## src/rtl/pa_uart_tx_sched.sv

```systemverilog
// Line-atomic UART transmit scheduler: round-robin arbitration of NUM_REQ byte
// streams onto one 8N1 txd line, holding the grant until EOL, burst limit or idle timeout.
module pa_uart_tx_sched #(
  parameter int          NUM_REQ   = 2,
  parameter int          CLK_DIV   = 16,
  parameter int          MAX_BURST = 128,
  parameter int          IDLE_TMO  = 64,
  parameter logic [7:0]  EOL_CHAR  = 8'h0a
) (
  input  logic                 clk_i,
  input  logic                 rst_i,
  input  logic [NUM_REQ-1:0]   req_valid_i,
  input  logic [8*NUM_REQ-1:0] req_data_i,
  output logic [NUM_REQ-1:0]   req_ready_o,
  output logic [NUM_REQ-1:0]   grant_o,
  output logic                 busy_o,
  output logic                 txd_o,
  output logic [1:0]           dbg_state_o
);

  localparam int OW = (NUM_REQ > 1) ? $clog2(NUM_REQ) : 1;
  localparam int DW = (CLK_DIV > 1) ? $clog2(CLK_DIV) : 1;
  localparam int BW = $clog2(MAX_BURST + 1);
  localparam int IW = $clog2(IDLE_TMO + 1);

  localparam logic [DW-1:0] DIV_LAST  = DW'(CLK_DIV - 1);
  localparam logic [BW-1:0] BURST_MAX = BW'(MAX_BURST);
  localparam logic [IW-1:0] IDLE_LAST = IW'(IDLE_TMO - 1);
  localparam logic [OW-1:0] LAST_REQ  = OW'(NUM_REQ - 1);

  typedef enum logic [1:0] {
    ST_IDLE  = 2'd0,
    ST_START = 2'd1,
    ST_DATA  = 2'd2,
    ST_STOP  = 2'd3
  } state_t;

  state_t          state_q, state_d;
  logic [OW-1:0]   owner_q;
  logic            owner_vld_q;
  logic [OW-1:0]   rr_q;
  logic [BW-1:0]   burst_q;
  logic [IW-1:0]   idle_q;
  logic [DW-1:0]   div_q;
  logic [2:0]      bit_q;
  logic [7:0]      shreg_q;
  logic            eol_q;

  logic            owner_req;
  logic [7:0]      owner_data;
  logic            arb_found;
  logic [OW-1:0]   arb_idx;
  int              cand;
  logic            hs, div_done, rel_stop, tmo, rel, arb;

  assign owner_req  = req_valid_i[owner_q];
  assign owner_data = req_data_i[8*owner_q +: 8];

  // First requester at or after rr_q, wrapping.
  always_comb begin
    arb_found = 1'b0;
    arb_idx   = '0;
    cand      = 0;
    for (int k = 0; k < NUM_REQ; k++) begin
      cand = int'(rr_q) + k;
      if (cand >= NUM_REQ) cand = cand - NUM_REQ;
      if (!arb_found && req_valid_i[OW'(cand)]) begin
        arb_found = 1'b1;
        arb_idx   = OW'(cand);
      end
    end
  end

  // Handshake: a byte moves when req_valid_i[i] & req_ready_o[i] are both high at
  // a rising edge; ready is only offered to the owner while the line is idle, and
  // the requester must hold its data stable while valid is high and unaccepted.
  assign hs       = (state_q == ST_IDLE) && owner_vld_q && owner_req;
  assign div_done = (div_q == DIV_LAST);
  assign rel_stop = (state_q == ST_STOP) && div_done && (eol_q || (burst_q == BURST_MAX));
  assign tmo      = (state_q == ST_IDLE) && owner_vld_q && !owner_req && (idle_q == IDLE_LAST);
  assign rel      = rel_stop || tmo;
  assign arb      = (state_q == ST_IDLE) && !owner_vld_q && arb_found;

  always_ff @(posedge clk_i) begin
    if (rst_i) state_q <= ST_IDLE;
    else       state_q <= state_d;
  end

  always_comb begin
    state_d     = state_q;
    busy_o      = 1'b0;
    txd_o       = 1'b1;
    req_ready_o = '0;
    grant_o     = '0;
    if (owner_vld_q) grant_o[owner_q] = 1'b1;
    case (state_q)
      ST_IDLE: begin
        if (owner_vld_q) req_ready_o[owner_q] = 1'b1;
        if (hs) state_d = ST_START;
      end
      ST_START: begin
        busy_o = 1'b1;
        txd_o  = 1'b0;
        if (div_done) state_d = ST_DATA;
      end
      ST_DATA: begin
        busy_o = 1'b1;
        txd_o  = shreg_q[0];
        if (div_done && (bit_q == 3'd7)) state_d = ST_STOP;
      end
      ST_STOP: begin
        busy_o = 1'b1;
        if (div_done) state_d = ST_IDLE;
      end
      default: state_d = ST_IDLE;
    endcase
  end

  assign dbg_state_o = state_q;

  always_ff @(posedge clk_i) begin
    if (rst_i) begin
      owner_q     <= '0;
      owner_vld_q <= 1'b0;
      rr_q        <= '0;
      burst_q     <= '0;
      idle_q      <= '0;
      div_q       <= '0;
      bit_q       <= '0;
      shreg_q     <= '0;
      eol_q       <= 1'b0;
    end else begin
      if (state_q == ST_IDLE || div_done) div_q <= '0;
      else                                div_q <= div_q + DW'(1);

      if (hs) begin
        shreg_q <= owner_data;
        eol_q   <= (owner_data == EOL_CHAR);
        bit_q   <= '0;
      end else if (state_q == ST_DATA && div_done) begin
        shreg_q <= {1'b0, shreg_q[7:1]};
        if (bit_q != 3'd7) bit_q <= bit_q + 3'd1;
      end

      if (rel)     burst_q <= '0;
      else if (hs) burst_q <= burst_q + BW'(1);

      // Idle time only accrues while the owner holds an idle line with nothing to send.
      if (rel || (owner_vld_q && owner_req))       idle_q <= '0;
      else if (state_q == ST_IDLE && owner_vld_q)  idle_q <= idle_q + IW'(1);

      if (rel) begin
        owner_vld_q <= 1'b0;
        rr_q        <= (owner_q == LAST_REQ) ? '0 : owner_q + OW'(1);
      end else if (arb) begin
        owner_q     <= arb_idx;
        owner_vld_q <= 1'b1;
      end
    end
  end

endmodule
```

## config.mk

```make
export PLATFORM = sky130hd
export DESIGN_NAME = pa_uart_tx_sched
export DESIGN_NICKNAME = d
export VERILOG_FILES = /design/src/rtl/pa_uart_tx_sched.sv
export SDC_FILE = /design/constraint.sdc
export NUM_CORES = 1
export LEC_CHECK = 0
export ABC_CLOCK_PERIOD_IN_PS = 3120
export CAP_MARGIN = 20
export CORE_MARGIN = 2
export CORE_UTILIZATION = 58
export CTS_CLUSTER_DIAMETER = 40
export DETAILED_ROUTE_END_ITERATION = 8
export PLACE_DENSITY = 0.84
export SLEW_MARGIN = 20
export SYNTH_ARGS = -nofsm -noshare
export SYNTH_HDL_FRONTEND = slang
export SYNTH_SLANG_ARGS = --single-unit
```

## constraint.sdc

```tcl
create_clock -name clk_i -period 3.12 [get_ports clk_i]
set_clock_uncertainty 0.05 [all_clocks]
set_input_delay 0.78 -clock clk_i [delete_from_list [all_inputs] [get_ports clk_i]]
set_output_delay 0.78 -clock clk_i [all_outputs]
set_load 0.02 [all_outputs]
```

==> results.md <==
- Run status: finished, final reports clean
- Footprint of the multi-input gates: roughly 1100 µm²
- Most frequent cells in the layout: dfxtp_1 (36), clkdlybuf4s50_1 (27), mux2i_1 (16), nand2_1 (15), a211oi_1 (14)
- Clock root buffer: clkbuf_4
- TritonCTS clock tree: yes
- Standard-cell rows: 21
- Post-CTS setup buffers: 0
- Hold Path Stages: 1
- Max frequency: 348 MHz
- H-tree level count: 2
- Max-slew violations: 0
- Vias in the first global route: 1590
- WS Path Type: flip-flop to primary output
- M1 GR Usage: 0.278
- Initial DRC count: 40
- Routability-driven placement congestion ratio: 0.805
- Max VDD drop: 0.000240 V
- GR met2 Demand/Resource: 0.391
- Post-synth top flop: dfxtp_1
- CP Launch Type: flip-flop
- Final setup viols: 0
- Hold WS: 417 ps
- Post-synth design cell area: 1960 µm²
- Synth top area cells: dfxtp_1 (37%), mux2i_1 (8.2%), ha_1 (7.0%)
- Core ar.: 3280 µm²
- RSZ-0062 raised after global routing: false
- Drt total wl: 3880 µm
- Clock tree sinks: 36
- Post-synth top area cell: dfxtp_1
- # diodes: 0
- Worst min-delay path class: flip-flop to flip-flop
- Post-cts sizing count: 0
- R2R depth: 7
- CTS Hold Buffers Added: 0
- GRT Overall Usage: 0.230
- Sum Neg Setup Slack: 0 ps
- Port Buffers: 27
- P_leak: 0.872 nW
- Remaining routing DRC violations: 0
- DR pass1 iterations: 4
- Layer with the highest usage: met2
- Pre-CTS setup slack: 603 ps
- CP max FO: 11
- Max-cap violations: 0
- Post-synth top area share: 0.367
- Syn nets: 236
- WP data arrival: 2040 ps
- Starting Density: 0.598
- Synth Area per Inst: ~9.6 µm²
- Synth cell types: between 40 and 50
- HPWL after DPL: 2910 µm
- Pin count of the biggest net entering global routing: 21
- Max_slew headroom: 0.598
- Final min period: approximately 2900 ps
- P&R area growth vs syn: 18.9%
- DIE HEIGHT: 62.2 µm
- Reg area: 721 µm²
- Ys Warns: 0
- Clock transition at path regs: 100 ps
- #FFs+latches synth: 36
- M3 GR Usage: 0.0380
- First-pass GRT wire length: 6990 µm
- I/O pin total: 28
- Vias: 1559
- Die Width: 62.2 µm
- Drt wl/cell: about 14 µm
- Pwr dens: 544 nW/µm²
- Nets: 263
- Final Hold Vio Count: 0
- Worst-Skew Late Latency: 360 ps
- Routed vias/inst: 5.59
- Critical Path RT: 2290 ps
- Grt total ovfl: 0
- Gate Count Post-Synth: 205
- Fin crit share: 0.921
- Crit path capture type: primary output
- Worst-Margin Slew: 603 ps
- Final ANT Viol Nets: 0
- CTS buffer count: 5
- Die ar.: between 3000 and 4000 µm²
- Async S/R FF share, synth: 0
- Fill cells: 268
- EDFF count, synth: 0
- Max clock buf depth: 2
- Share of layout cells above drive strength 1: 0.137
- Most common cell after layout, fill and taps aside: dfxtp_1
- Final WS setup: 247 ps
- Initial antenna violation count: 0
- Sequential-to-total area share from yosys stat: 0.367
==> flip-flops by register name, indices dropped and copies added, names as in the netlist <==
signal	cells
bit_q	3
shreg_q	8
idle_q	7
eol_q	1
owner_q	1
burst_q	8
owner_vld_q	1
dbg_state_o	2
rr_q	1
div_q	4
==> kinds of logic (layout without fill, tap and decap cells) <==
| family | Yosys count | in the layout | synth area share |
|---|---|---|---|
| buffers and inverters | 19 | 47 | 0.0472 |
| adder cells (fa/ha/maj) | 11 | 11 | 0.0701 |
| XOR/XNOR | 16 | 16 | 0.0714 |
| AO/OA/AOI/OAI | 25 | 25 | 0.104 |
| flip-flops | 36 | 36 | 0.367 |
| multiplexers | 18 | 18 | 0.0988 |
| AND/OR/NAND/NOR | 80 | 80 | 0.242 |
==> power breakdown <==
part | leakage [nW] | switching [mW] | total (mW) | internal [mW]
Clock | 0.0422 | 0.160 | 0.328 | 0.168
Combinational | 0.538 | 0.221 | 0.407 | 0.186
Sequential | 0.292 | 0.0361 | 0.536 | 0.500
Total | 0.872 | 0.417 | 1.27 | 0.854
==> routing by layer <==
layer,wire length [µm],vias to the layer above
li1,-,794
met1,1790,716
met2,1840,41
met3,153,8
met4,95,0
met5,0,-
==> worst max-delay path, stage by stage, from the launching register on <==
cell and delay [ps]:
dfxtp_1 360, inv_1 110, ha_1 380, mux2i_1 220
clkdlybuf4s50_1 610
==> layout make-up <==
| type | instances | area share |
|---|---|---|
| inverter | 8 | 0.0129 |
| multi-input combinational | 150 | 0.492 |
| timing repair buffer | 31 | 0.129 |
| sequential | 36 | 0.309 |
| clock inverter | 2 | 0.0150 |
| clock buffer | 6 | 0.0177 |
| tap | 46 | 0.0247 |
==> through the flow <==
step / area (µm²) / util / total power [mW] / instances
after detailed placement: 2260 / 0.688 / 0.950 / 271
after floorplan: 1960 / - / 0.801 / 205
after CTS: 2330 / 0.711 / 1.28 / 279
after global placement: 2260 / 0.688 / 0.939 / 271
final: 2330 / 0.711 / 1.27 / 279
after global routing: 2330 / 0.711 / 1.34 / 279
==> cells in the mapped netlist, types with 2 or more instances <==
cell / number
nor3_1: 12
and2_2: 2
nand4_1: 6
nor2_2: 5
a21oi_1: 2
mux2i_1: 16
a211oi_1: 14
and3_1: 8
nand2_1: 15
buf_2: 5
and4_1: 2
nand3_1: 4
clkbuf_1: 4
buf_6: 2
dfxtp_1: 36
xnor2_1: 7
xor2_1: 9
nor4_1: 4
nor2_1: 11
ha_1: 11
inv_1: 8
==> path summary, 6_finish.rpt <==
kind / start / to / slack (ps)
worst max-delay path: dbg_state_o[0] / txd_o / 250
worst min-delay path: div_q[0] / div_q[0] / 420
worst max register to register: dbg_state_o[0] / idle_q[2] / 940
worst min register to register: div_q[0] / div_q[0] / 420
Power figures use the tool's default switching activity.
